### src/rtl/xc_malu_multiplier_if.sv
// ============================================================================
//  Module      : xc_malu_multiplier_if
//  Description : Request/response bundle for the MALU shift-add multiplier.
//  Revision    : 1.0 - initial release
// ============================================================================
`default_nettype none

interface xc_malu_multiplier_if;
    logic        valid;
    logic        flush;
    logic [31:0] rs1;
    logic [31:0] rs2;
    logic        op_signed_lhs;
    logic        op_signed_rhs;
    logic        busy;
    logic        finished;
    logic [63:0] result;

    modport master (
        output valid, flush, rs1, rs2, op_signed_lhs, op_signed_rhs,
        input  busy, finished, result
    );

    modport slave (
        input  valid, flush, rs1, rs2, op_signed_lhs, op_signed_rhs,
        output busy, finished, result
    );
endinterface

`default_nettype wire

### src/rtl/xc_malu_multiplier.sv
// ============================================================================
//  Module      : xc_malu_multiplier
//  Description : Sequential 32x32->64 shift-add multiplier, 33-cycle latency,
//                with per-operand signedness for mul/mulh/mulhsu/mulhu.
//  Revision    : 1.0 - initial release
// ============================================================================
`default_nettype none

module xc_malu_multiplier (
    input  wire                    clock,
    input  wire                    reset,
    xc_malu_multiplier_if.slave    bus
);

    typedef enum logic [1:0] {
        S_IDLE = 2'd0,
        S_RUN  = 2'd1,
        S_FIX  = 2'd2,
        S_DONE = 2'd3
    } state_t;

    localparam logic [4:0] c_LAST_STEP = 5'd31;

    state_t      r_state;
    state_t      w_next_state;
    logic [63:0] r_acc;
    logic [31:0] r_mcand;
    logic [31:0] r_mplier;
    logic        r_neg;
    logic [4:0]  r_counter;
    logic [63:0] r_result;

    logic        w_lhs_neg;
    logic        w_rhs_neg;
    logic [31:0] w_lhs_mag;
    logic [31:0] w_rhs_mag;
    logic [32:0] w_sum;

    // Magnitudes of the operands; 0x80000000 negates to itself, which is the
    // correct unsigned magnitude.
    assign w_lhs_neg = bus.op_signed_lhs & bus.rs1[31];
    assign w_rhs_neg = bus.op_signed_rhs & bus.rs2[31];
    assign w_lhs_mag = w_lhs_neg ? (32'd0 - bus.rs1) : bus.rs1;
    assign w_rhs_mag = w_rhs_neg ? (32'd0 - bus.rs2) : bus.rs2;

    assign w_sum = {1'b0, r_acc[63:32]} + (r_mplier[0] ? {1'b0, r_mcand} : 33'd0);

    always_ff @(posedge clock) begin
        if (reset) begin
            r_state <= S_IDLE;
        end else begin
            r_state <= w_next_state;
        end
    end

    always_comb begin
        w_next_state = r_state;
        case (r_state)
            S_IDLE: if (bus.valid) w_next_state = S_RUN;
            S_RUN:  if (r_counter == c_LAST_STEP) w_next_state = S_FIX;
            S_FIX:  w_next_state = S_DONE;
            S_DONE: if (!bus.valid) w_next_state = S_IDLE;
            default: w_next_state = S_IDLE;
        endcase
        if (bus.flush) begin
            w_next_state = S_IDLE;
        end
    end

    always_ff @(posedge clock) begin
        if (reset) begin
            r_acc     <= 64'd0;
            r_mcand   <= 32'd0;
            r_mplier  <= 32'd0;
            r_neg     <= 1'b0;
            r_counter <= 5'd0;
            r_result  <= 64'd0;
        end else if (bus.flush) begin
            r_counter <= 5'd0;
            r_result  <= 64'd0;
        end else begin
            case (r_state)
                S_IDLE: begin
                    if (bus.valid) begin
                        r_mcand   <= w_lhs_mag;
                        r_mplier  <= w_rhs_mag;
                        r_neg     <= w_lhs_neg ^ w_rhs_neg;
                        r_acc     <= 64'd0;
                        r_counter <= 5'd0;
                    end
                end
                S_RUN: begin
                    // Partial sum enters at the top; the 65-bit {sum, acc} shifts right.
                    r_acc     <= {w_sum, r_acc[31:1]};
                    r_mplier  <= r_mplier >> 1;
                    r_counter <= r_counter + 5'd1;
                end
                S_FIX: begin
                    r_result <= r_neg ? (64'd0 - r_acc) : r_acc;
                end
                default: begin
                end
            endcase
        end
    end

    assign bus.busy     = (r_state == S_RUN) || (r_state == S_FIX);
    assign bus.finished = (r_state == S_DONE);
    assign bus.result   = r_result;

endmodule

`default_nettype wire

### src/flat_wrapper.sv
// flat-port wrapper written by rule: the top's interface ports become plain ports
module xc_malu_multiplier_flat 
  (clock, reset, bus_valid, bus_flush, bus_rs1, bus_rs2, bus_op_signed_lhs, bus_op_signed_rhs, bus_busy, bus_finished, bus_result);
  xc_malu_multiplier_if bus_i ();
  input  wire clock;
  input  wire reset;
  input wire logic [$bits(bus_i.valid)-1:0] bus_valid;
  input wire logic [$bits(bus_i.flush)-1:0] bus_flush;
  input wire logic [$bits(bus_i.rs1)-1:0] bus_rs1;
  input wire logic [$bits(bus_i.rs2)-1:0] bus_rs2;
  input wire logic [$bits(bus_i.op_signed_lhs)-1:0] bus_op_signed_lhs;
  input wire logic [$bits(bus_i.op_signed_rhs)-1:0] bus_op_signed_rhs;
  output wire logic [$bits(bus_i.busy)-1:0] bus_busy;
  output wire logic [$bits(bus_i.finished)-1:0] bus_finished;
  output wire logic [$bits(bus_i.result)-1:0] bus_result;
  assign bus_i.valid = bus_valid;
  assign bus_i.flush = bus_flush;
  assign bus_i.rs1 = bus_rs1;
  assign bus_i.rs2 = bus_rs2;
  assign bus_i.op_signed_lhs = bus_op_signed_lhs;
  assign bus_i.op_signed_rhs = bus_op_signed_rhs;
  assign bus_busy = bus_i.busy;
  assign bus_finished = bus_i.finished;
  assign bus_result = bus_i.result;
  xc_malu_multiplier u_core (.clock(clock), .reset(reset), .bus(bus_i));
endmodule
### config.mk
export PLATFORM = sky130hd
export DESIGN_NAME = xc_malu_multiplier_flat
export DESIGN_NICKNAME = d
export VERILOG_FILES = /design/src/rtl/xc_malu_multiplier_if.sv /design/src/rtl/xc_malu_multiplier.sv /design/src/flat_wrapper.sv
export SDC_FILE = /design/constraint.sdc
export NUM_CORES = 1
export LEC_CHECK = 0
export BUFFER_PORTS_ARGS = -buffer_cell sky130_fd_sc_hd__buf_4
export CAP_MARGIN = 20
export CORE_MARGIN = 2
export CORE_UTILIZATION = 47
export CTS_CLUSTER_DIAMETER = 150
export DETAILED_ROUTE_END_ITERATION = 10
export PLACE_DENSITY_LB_ADDON = 0.1
export SLEW_MARGIN = 10
export SYNTH_ARGS = -nofsm -noshare
export SYNTH_HDL_FRONTEND = slang
export SYNTH_SLANG_ARGS = --single-unit
### constraint.sdc
create_clock -name clock -period 5.05 [get_ports clock]
set_clock_uncertainty 0.2 [all_clocks]
set_input_delay 0.2525 -clock clock [delete_from_list [all_inputs] [get_ports clock]]
set_output_delay 0.2525 -clock clock [all_outputs]
set_load 0.1 [all_outputs]
==> implementation parameters, run 1 <==
Parameter                              Value

Run status
  Status    finished clean

Synth
  Most used flip-flop cell after synthesis    sky130_fd_sc_hd__dfxtp_1
  Synth Cell Area    around 11000 sq um
  Post-Syn Nets    between 1500 and 2000
  Flop and latch count out of synthesis    200
  Number of synthesized flops with an enable pin    0
  Cells after Synth    1452
  Fraction of registers with async set/reset    0%
  Count of synthesis-stage warnings from yosys    0
  Cell taking the most area after synthesis    sky130_fd_sc_hd__dfxtp_1
  Area share of the largest cell type after synthesis    between 30% and 40%
  Most frequently used cell type in the post-synthesis netlist    sky130_fd_sc_hd__dfxtp_1
  Synth Area per Inst    7.89 sq um
  Post-synth top cells    200 x sky130_fd_sc_hd__dfxtp_1, 184 x sky130_fd_sc_hd__nand2_1, 154 x sky130_fd_sc_hd__nor2_1
  Sequential area share after synthesis    roughly a third
  Count of different cell masters after synthesis    63
  Largest cells by area after synthesis    sky130_fd_sc_hd__dfxtp_1 35%, sky130_fd_sc_hd__xor2_1 7.1%, sky130_fd_sc_hd__nand2_1 6.0%

Detailed routing
  Detailed router's first-iteration violation count    657
  Routed vias/inst    around 5.4
  Total number of vias    about 10000
  Final antenna-violating net count    0
  # DRC    0
  Number of detailed-routing iterations run before antenna repair    5
  Total Wirelength    between 20 and 30 mm
  Routed WL per cell    between 15 and 20 um

Pwr
  Maximum vdd drop    between 150 and 200 uV
  Sw Pwr    a little under 1 mW
  Combinational Power Share    a little under an eighth
  Standby leakage power    ~5.5 nW
  Switch share    approximately 28%
  Clock group share of total power    40.4%
  Overall power of the completed layout    around 3.4 mW
  Power Internal    2.45 mW
  Sequential Power Share    between 40% and 50%
  Cell area power density    around 250 nW/um^2

Worst setup path
  Setup crit end kind    flip-flop
  Crit Path Category    flip-flop to flip-flop
  Worst-path fanout max    33
  Data required time at the worst endpoint    roughly 5.2 ns
  Launching element type of the critical path    flip-flop
  Worst endpoint data arrival time    4.38 ns

Floorplanning
  Standard-cell rows    57
  Area of the core region    ~24000 sq um
  Starting density of the core    between 40% and 50%
  I/O pins    between 100 and 150
  Area enclosed by the die boundary    approximately 26000 sq um
  Die X    between 150 and 200 um
  Die Span Y    roughly 160 um

Cells and area
  N_diodes    0
  Final core area utilization    between 50% and 60%
  Area added between synthesis and finish    19.2%
  Finished Cell Area    13600 sq um
  Final Net Count    around 1700
  Fraction of final layout cells with drive strength greater than 1    about an eighth

GRT
  Antenna violations before repair    0
  Vias in the first global route    between 9000 and 10000
  First-pass GRT wire length    47.5 mm
  Total global routing track utilization    22.1%
  Total congestion overflow    0
  Maximum number of pins on one net before global-route repair    88

Clocking
  Root buf cell    sky130_fd_sc_hd__clkbuf_16
  Sink count of the clock tree    200
  Clock latency reported for the late side of the worst-skew pair    approximately 0.44 ns
  Total number of H-tree levels    4
  Clock transition at the registers of the reported paths    roughly 0.080 ns
  Maximum buffer depth of the clock tree    2
  Total clock buffers created by CTS    17
  Cells resized by post-CTS repair    0
  TritonCTS clock tree    done

Timing
  Final setup violating endpoints    0
  Post-layout min period    between 4 and 5 ns
  Worst-Margin Slew    roughly 0.96 ns
  TNS Setup    0 ns
  Worst rel slew slack    roughly 36%
  Final-report max-slew violation count    0
  Fin. Hold Viols    0
  Crit share post-route    a little over four fifths
  Setup repair after global routing missed its margin    no
  F_max    237 MHz

Worst hold path
  Hold crit path type    input pin to flip-flop

Place
  Port buffer count    roughly 140
  Detail Placement HPWL    20.7 mm
  Final Wtd Congestion    slightly below 0.9
  Post-DP Area    12600 sq um

Job
  Max_cap viols    0
[cells by family after synthesis]
kind of cell	count (synthesis)	share of synthesized area (%)
DFF	200	35.0
adders and majority gates	42	4.66
buffers and inverters	115	3.79
xor gates and xnor gates	133	10.2
AOI/OAI and AO/OA	437	24.9
and+or+nand+nor	520	21.0
muxes	5	0.437
[what timing repair did]
item,in CTS,in global routing
endpoints found under the setup margin,0,0
hold buffers,39,0
endpoints found under the hold margin,48,0
buffers inserted,0,0
[cell usage in the layout, fill, tap and decap left out, types with 20 or more instances in the layout]
cell type	Yosys	final
sky130_fd_sc_hd__a21oi_1	66	66
sky130_fd_sc_hd__xnor2_1	40	40
sky130_fd_sc_hd__nand2_1	184	184
sky130_fd_sc_hd__o21ai_0	124	124
sky130_fd_sc_hd__inv_1	21	21
sky130_fd_sc_hd__nor2_1	154	150
sky130_fd_sc_hd__ha_1	41	39
sky130_fd_sc_hd__a31oi_1	20	20
sky130_fd_sc_hd__dfxtp_1	200	199
sky130_fd_sc_hd__a211oi_1	45	45
sky130_fd_sc_hd__a22oi_1	45	45
sky130_fd_sc_hd__xor2_1	93	93
sky130_fd_sc_hd__o31ai_1	27	27
sky130_fd_sc_hd__nand3_1	40	40
sky130_fd_sc_hd__and2_1	36	36
sky130_fd_sc_hd__dlygate4sd3_1	0	39
sky130_fd_sc_hd__buf_4	0	145
[stage by stage]
step / hold WS (ns) / cells / setup WS, ns
3_3_place_gp: 0.236 / 1827 / 0.936
2_1_floorplan: 0.188 / 1452 / 1.45
3_5_place_dp: 0.243 / 1827 / 0.839
5_1_grt: 0.0148 / 1901 / 0.524
6_report: 0.00163 / 1901 / 0.826
4_1_cts: 0.000870 / 1898 / 0.820
[state kept, by name, indices dropped and copies added, names as in the netlist]
name and count:
u_core.bus.result 64, u_core.r_state 2, u_core.r_mcand 32, u_core.r_acc 64, u_core.r_counter 5, u_core.r_neg 1
u_core.r_mplier 32
[final cells by class]
| type | count | area [sq um] |
|---|---|---|
| multi-input combinational | 1137 | 7030 |
| sequential | 200 | 4010 |
| timing repair buffer | 187 | 1530 |
| fill | 2348 | 10500 |
| tap | 324 | 405 |
| clock buffer | 17 | 425 |
| inverter | 21 | 78.8 |
| clock inverter | 15 | 174 |
[routing by layer]
| layer | share of wire [%] | global-route usage (%) |
|---|---|---|
| met1 | 52 | 33.6 |
| met5 | 0 | 0 |
| met2 | 43 | 33.4 |
| met4 | 1.1 | 5.24 |
| met3 | 3.4 | 2.65 |
[path summary, 6_finish.rpt]
| kind | from | to | slack [ns] | cells after the start |
|---|---|---|---|---|
| max reg2reg | u_core.r_mplier[0] | u_core.r_acc[63] | 0.83 | 12 |
| max | u_core.r_mplier[0] | u_core.r_acc[63] | 0.83 | 12 |
| min reg2reg | u_core.bus.result[56] | u_core.bus.result[56] | 0.25 | 2 |
| min | bus_rs2[0] | u_core.r_mplier[0] | 0.002 | 3 |
[critical path, stage by stage (launching register included)]
cell and delay [ns]:
sky130_fd_sc_hd__dfxtp_1 0.79, sky130_fd_sc_hd__and2_1 0.22, sky130_fd_sc_hd__ha_1 0.18, sky130_fd_sc_hd__inv_1 0.06, sky130_fd_sc_hd__fa_1 0.37, sky130_fd_sc_hd__nand2b_1 0.19
sky130_fd_sc_hd__a21o_1 0.19, sky130_fd_sc_hd__a31oi_1 0.28, sky130_fd_sc_hd__a41oi_1 0.25, sky130_fd_sc_hd__o31ai_2 0.42, sky130_fd_sc_hd__a31oi_1 0.20, sky130_fd_sc_hd__or4b_1 0.54
sky130_fd_sc_hd__a311oi_1 0.25
[power by group through the flow]
| stage | logic (mW) | registers (mW) | clock network [mW] |
|---|---|---|---|
| after floorplan | 0.243 | 1.68 | 0 |
| after global placement | 0.359 | 1.69 | 0 |
| after detailed placement | 0.363 | 1.69 | 0 |
| after CTS | 0.386 | 1.65 | 1.41 |
| after global routing | 0.440 | 1.65 | 1.47 |
| final | 0.396 | 1.64 | 1.38 |
Power figures use the tool's default switching activity.
==> run 2, diff against run 1 <==
==> constraint.sdc (replaced) <==
create_clock -name clock -period 4.02 [get_ports clock]
set_clock_uncertainty 0.2 [all_clocks]
set_input_delay 0.201 -clock clock [delete_from_list [all_inputs] [get_ports clock]]
set_output_delay 0.201 -clock clock [all_outputs]
set_load 0.1 [all_outputs]
==> run 2 against run 1 <==
Sequential power grew 26%. Clock-buffer cell count is the same. Via count grew 2.1%. Combinational power grew 31%. Core utilization grew 0.83 points. Sequential share of layout area shrank 0.42 points. Global-route usage grew 0.50 points. Critical path depth shrank 1. Hold slack gained 0.020 ns. Maximum frequency grew 13%. Non-clock buffer count grew 18. Cell area grew 1.5%.
==> implementation parameters, run 2 (synthesis results as in run 1) <==
Parameter                              Value

Pwr
  Cell area power density    316 nW/um^2 (+26%)
  Standby leakage power    5.56 nW (+1.7%)
  Maximum vdd drop    222 uV (+39%)
  Overall power of the completed layout    4.38 mW (+28%)

Clocking
  Total clock buffers created by CTS    17 (unchanged)
  Total number of H-tree levels    4 (unchanged)
  Sink count of the clock tree    200 (unchanged)
  Root buf cell    sky130_fd_sc_hd__clkbuf_16
  Clock transition at the registers of the reported paths    0.08 ns (about the same)
  Setup fix buffers added after clock tree synthesis    0 (unchanged)
  Maximum buffer depth of the clock tree    2 (unchanged)
  TritonCTS clock tree    done
  Clock latency reported for the late side of the worst-skew pair    0.45 ns (about the same)

GRT
  Antenna violations before repair    0 (unchanged)
  Total congestion overflow    0 (unchanged)
  First-pass GRT wire length    48.4 mm (+1.9%)
  Maximum number of pins on one net before global-route repair    65 (-26%)
  Vias in the first global route    9621 (+2.7%)
  Total global routing track utilization    22.6% (+0.50 points)

Worst setup path
  Worst endpoint data arrival time    3.88 ns (-0.50 ns)
  Launching element type of the critical path    flip-flop
  Kind of cell adding the most delay to the critical path    compound AO/OA/AOI/OAI gates
  Data required time at the worst endpoint    4.17 ns (-1.04 ns)
  First element of the critical path    u_core.r_mplier[0]
  Worst-path fanout max    32 (-3.0%)
  Standard cell with the maximum stage delay on the critical path    sky130_fd_sc_hd__or4b_1
  Critical register-to-register path endpoint    u_core.r_acc[63]
  Launching point of the worst reg2reg path    u_core.r_mplier[0]
  Cell breakdown of the critical path    buf_4, nand2_1, fa_1, nand2b_1, a21o_1, a31oi_1, a41oi_1, o31ai_4, a31oi_1, or4b_1, a311oi_1
  Total buffers and inverters traversed by the critical path    1 (unchanged)
  Slowest Stage Delay on Critical Path    0.54 ns (-0.25 ns)
  Most frequent CP cell    sky130_fd_sc_hd__a31oi_1
  Setup crit end kind    flip-flop
  Setup slack, reg-to-reg    0.29 ns (-0.53 ns)
  Critical path depth    11 (-1)
  Crit Path Category    flip-flop to flip-flop
  Critical path capture point    u_core.r_acc[63]
  R2R cell count    11 (-1)

Timing
  Worst rel slew slack    34.6% (-1.5 points)
  Fin. Hold Viols    0 (unchanged)
  Final setup violating endpoints    0 (unchanged)
  Post-layout min period    3.73 ns (-0.498 ns)
  Final-report max-slew violation count    0 (unchanged)
  Crit share post-route    92.7% (+9.1 points)
  F_max    268 MHz (+13%)
  Setup repair after global routing missed its margin    no
  WHS    0.0218 ns (+0.0201 ns)
  TNS Setup    0 ns (unchanged)
  Setup slack of the critical path after layout    0.293 ns (-0.532 ns)
  Worst-Margin Slew    0.977 ns (+0.0189 ns)

Detailed routing
  Total number of vias    10600 (+2.1%)
  # DRC    0 (unchanged)
  Routed vias/inst    5.51 (+1.1%)
  Routed WL per cell    15.3 um (+1.3%)
  Number of detailed-routing iterations run before antenna repair    5 (unchanged)
  Final antenna-violating net count    0 (unchanged)
  Total Wirelength    29.4 mm (+2.3%)
  Detailed router's first-iteration violation count    678 (+3.2%)

Cells and area
  Finished Cell Area    13800 sq um (+1.5%)
  N_diodes    0 (unchanged)
  Reg area    4010 sq um (unchanged)
  Number of standard cells in the layout, taps in and fillers out    1919 (+0.95%)
  Most frequent cells in the layout    199 x sky130_fd_sc_hd__dfxtp_1, 184 x sky130_fd_sc_hd__nand2_1, 151 x sky130_fd_sc_hd__buf_4
  Multi-input gate area    7040 sq um (+0.12%)
  Final core area utilization    57.4% (+0.83 points)
  Area added between synthesis and finish    20.9%
  Fraction of final layout cells with drive strength greater than 1    13.1% (+0.17 points)
  Leading cell type in the layout, fill and taps excluded    sky130_fd_sc_hd__dfxtp_1
  Filler cell count    2293 (-2.3%)
  Final Net Count    1694 (+1.1%)

Job
  Max_cap viols    0 (unchanged)

Place
  Post-DP Area    12700 sq um (+0.36%)
  Inst Count DP    1833 (+0.33%)
  Setup slack after placement    0.288 ns (-0.551 ns)
  Detail Placement HPWL    21.1 mm (+1.9%)
  Port buffer count    135 (unchanged)
  Final Wtd Congestion    0.869 (-0.58%)

Run status
  Status    finished clean

Floorplanning
  Area enclosed by the die boundary    25600 sq um (unchanged)
  Standard-cell rows    57 (unchanged)
  Area of the core region    24100 sq um (unchanged)
  Starting density of the core    47.5% (unchanged)
  Die Span Y    160 um (unchanged)
  Die X    160 um (unchanged)
  I/O pins    136 (unchanged)

Worst hold path
  Hold crit path type    input pin to flip-flop
==> run 2: changes by cell type in the layout (fill, tap and decap cells not counted), sizes merged <==
cell,change
clkinv,+2
dlygate4sd3,+13
clkinvlp,-2
buf,+5
==> run 2: report_power, final <==
part	internal (mW)	total (mW)	switching, mW
clock	0.866	1.80	0.937
combinational	0.212	0.520	0.308
sequential	2.03	2.06	0.0282
==> run 2: area by class of cell <==
type,instances,area share [%]
multi-input cells,1137,50.8
clock buffers,17,3.07
well taps,324,2.93
inverters,21,0.569
flip-flops and latches,200,28.9
clock inverters,15,1.47
repair buffers,205,12.2
==> run 2: worst min-delay path by stage <==
stage	start	end	slack [ns]	depth (start not counted)
2_1_floorplan	bus_rs1[0]	u_core.r_mcand[0]	0.14	2
3_3_place_gp	u_core.bus.result[48]	u_core.bus.result[48]	0.24	2
3_5_place_dp	u_core.bus.result[56]	u_core.bus.result[56]	0.24	2
4_1_cts	bus_rs2[9]	u_core.r_mplier[9]	0.02	5
5_1_grt	bus_rs2[22]	u_core.r_mplier[22]	0.04	4
6_report	bus_rs2[3]	u_core.r_mplier[3]	0.02	5
==> run 2: repair_timing <==
item / in CTS / in global routing
gates resized for setup: 0 / 1
endpoints found under the hold margin: 48 / 0
endpoints found under the setup margin: 0 / 1
hold buffers: 52 / 0
==> run 2: per-layer routing <==
| metal | share of wire (%) | track usage, % |
|---|---|---|
| met2 | 43 | 34.8 |
| met5 | 0 | 0 |
| met1 | 52 | 33.4 |
| met4 | 1.1 | 5.69 |
| met3 | 4.1 | 3.22 |
==> run 2: tightest hold or removal path, cell delays in order <==
cell	delay, ns
sky130_fd_sc_hd__buf_4	0.09
sky130_fd_sc_hd__xor2_1	0.12
sky130_fd_sc_hd__o21ai_0	0.08
sky130_fd_sc_hd__nand2_1	0.06
sky130_fd_sc_hd__a21oi_1	0.05
==> run 3, diff against run 2 <==
--- a/config.mk
+++ b/config.mk
@@ -7,6 +7,7 @@
 export LEC_CHECK = 0
 export BUFFER_PORTS_ARGS = -buffer_cell sky130_fd_sc_hd__buf_4
 export CAP_MARGIN = 20
+export CORE_ASPECT_RATIO = 0.8
 export CORE_MARGIN = 2
 export CORE_UTILIZATION = 47
 export CTS_CLUSTER_DIAMETER = 150
==> run 3 against run 2 <==
Critical path depth unchanged. Sequential power about the same. Routed wire length up 1.7%. Worst setup slack worse by 0.011 ns. Sequential share of layout area up 0.19 points. Cell area down 0.65%. Non-clock buffer count down 4. First-iteration DRC count up 32%. Flip-flop and latch count unchanged. Final cell count down 0.52%. Clock-buffer cell count unchanged. Hold slack worse by 0.016 ns.
==> implementation parameters, run 3 (synthesis results as in run 1) <==
Parameter                              Value

Worst setup path
  Setup crit end kind    flip-flop
  R2R cell count    11 (unchanged)
  Launching point of the worst reg2reg path    u_core.r_mplier[0]
  Critical register-to-register path endpoint    u_core.r_acc[63]
  Setup slack, reg-to-reg    0.31 ns (+0.02 ns)
  First element of the critical path    bus_rs1[0]
  Worst-path fanout max    6 (-81%)
  Worst endpoint data arrival time    3.90 ns (+0.02 ns)
  Launching element type of the critical path    input pin
  Data required time at the worst endpoint    4.18 ns (about the same)
  Crit Path Category    input pin to flip-flop

Detailed routing
  Total number of vias    10600 (+0.24%)
  Number of detailed-routing iterations run before antenna repair    5 (unchanged)
  Final antenna-violating net count    0 (unchanged)
  Detailed router's first-iteration violation count    892 (+32%)
  Routed WL per cell    15.7 um (+2.3%)
  Routed vias/inst    5.55 (+0.76%)
  Total Wirelength    29.9 mm (+1.7%)
  # DRC    0 (unchanged)

Floorplanning
  Standard-cell rows    51 (-11%)
  Area of the core region    24100 sq um (about the same)
  Area enclosed by the die boundary    25600 sq um (about the same)
  Die X    179 um (+12%)
  Starting density of the core    47.5% (about the same)
  I/O pins    136 (unchanged)
  Die Span Y    144 um (-10%)

Timing
  Setup repair after global routing missed its margin    no
  F_max    268 MHz (-0.31%)
  Final setup violating endpoints    0 (unchanged)
  Crit share post-route    93.0% (+0.28 points)
  Setup slack of the critical path after layout    0.282 ns (-0.0114 ns)
  Worst-Margin Slew    0.946 ns (-0.0306 ns)
  Fin. Hold Viols    0 (unchanged)
  Post-layout min period    3.74 ns (+0.0114 ns)
  Final-report max-slew violation count    0 (unchanged)
  TNS Setup    0 ns (unchanged)
  Worst rel slew slack    36.7% (+2.0 points)

Clocking
  Clock transition at the registers of the reported paths    0.08 ns (about the same)
  Total number of H-tree levels    4 (unchanged)
  Setup fix buffers added after clock tree synthesis    0 (unchanged)
  Clock latency reported for the late side of the worst-skew pair    0.44 ns (about the same)
  Total clock buffers created by CTS    17 (unchanged)
  Root buf cell    sky130_fd_sc_hd__clkbuf_16
  CTS Hold Buffers Added    46 (-12%)
  Sink count of the clock tree    200 (unchanged)
  Maximum buffer depth of the clock tree    2 (unchanged)
  Cells resized by post-CTS repair    0 (unchanged)
  TritonCTS clock tree    done

Cells and area
  Filler cell count    2302 (+0.39%)
  Final Net Count    1690 (-0.24%)
  Leading cell type in the layout, fill and taps excluded    sky130_fd_sc_hd__dfxtp_1
  Multi-input gate area    7030 sq um (-0.12%)
  Most frequent cells in the layout    199 x sky130_fd_sc_hd__dfxtp_1, 184 x sky130_fd_sc_hd__nand2_1, 154 x sky130_fd_sc_hd__buf_4
  Fraction of final layout cells with drive strength greater than 1    13.3% (+0.16 points)
  N_diodes    0 (unchanged)
  Reg area    4010 sq um (unchanged)
  Area added between synthesis and finish    20.2%

Pwr
  Maximum vdd drop    252 uV (+14%)
  Overall power of the completed layout    4.32 mW (-1.4%)
  Standby leakage power    5.53 nW (-0.47%)
  Cell area power density    314 nW/um^2 (-0.74%)

Worst hold path
  Startpoint of the most critical hold path    bus_rs2[8]
  Hold Path Depth    5 (unchanged)
  Hold crit path type    input pin to flip-flop
  Terminating pin of the worst hold path    u_core.r_mplier[8]

Place
  Final Wtd Congestion    0.901 (+3.6%)
  Port buffer count    135 (unchanged)
  Setup slack after placement    0.327 ns (+0.0385 ns)
  Detail Placement HPWL    21.8 mm (+3.2%)

GRT
  First-pass GRT wire length    47.9 mm (-0.94%)
  Vias in the first global route    9204 (-4.3%)
  Maximum number of pins on one net before global-route repair    65 (unchanged)
  Total congestion overflow    0 (unchanged)
  Antenna violations before repair    0 (unchanged)
  Total global routing track utilization    23.1% (+0.42 points)

Run status
  Status    finished clean

Job
  Max_cap viols    0 (unchanged)
-- run 3: cell types whose count changed in the layout (fill, tap and decap cells not counted), sizes merged --
cell,before,now
buf,153,155
clkinv,6,5
clkinvlp,0,1
dlygate4sd3,52,46
-- run 3: how the worst max path moves through the flow --
stage,endpoint,slack (ns)
4_1_cts,u_core.r_acc[63],0.31
6_report,u_core.r_mcand[31],0.28
2_1_floorplan,u_core.r_acc[63],0.42
5_1_grt,u_core.r_mcand[31],0.009
3_3_place_gp,u_core.r_acc[63],0.45
3_5_place_dp,u_core.r_acc[63],0.33
-- run 3: report_power, final --
part,switching (mW),internal (mW)
Combinational,0.312,0.209
Sequential,0.0353,2.03
Clock,0.888,0.846
Total,1.24,3.09
-- run 3: metrics by stage --
| stage | util, % | cell area [sq um] | instances | hold WS, ns |
|---|---|---|---|---|
| final | 57.0 | 13800 | 1909 | 0.00624 |
| after global routing | 57.0 | 13800 | 1909 | 0.0362 |
| after CTS | 56.9 | 13700 | 1908 | 0.00267 |
| after detailed placement | 52.5 | 12700 | 1830 | 0.243 |
| after global placement | 52.5 | 12700 | 1830 | 0.236 |
| after floorplan | - | 11400 | 1452 | 0.137 |
-- run 3: cell type report --
class	instances	area share, %
well taps	318	2.89
repair buffers	201	11.9
flip-flops and latches	200	29.1
multi-input cells	1137	51.1
clock inverters	15	1.27
clock buffers	17	3.09
inverters	21	0.573
-- run 3: critical path, cell delays in order --
cell and delay [ns]:
sky130_fd_sc_hd__dlygate4sd3_1 0.54, sky130_fd_sc_hd__buf_4 0.16, sky130_fd_sc_hd__or4_1 0.53, sky130_fd_sc_hd__nor4_1 0.57, sky130_fd_sc_hd__nand2_1 0.20, sky130_fd_sc_hd__nor2_1 0.33, sky130_fd_sc_hd__nand2_1 0.17, sky130_fd_sc_hd__o41ai_1 0.35
sky130_fd_sc_hd__nand3_1 0.14, sky130_fd_sc_hd__dlygate4sd3_1 0.59, sky130_fd_sc_hd__a21oi_1 0.12
-- run 3: metal layers --
layer  global-route usage [%]  up-vias  wire length [um]
met5                        0        -                 0
met4                     3.77        0               189
met3                     3.68       16              1520
met2                     31.7      286             11900
met1                     37.4     4826             16300
li1                         -     5469                 -
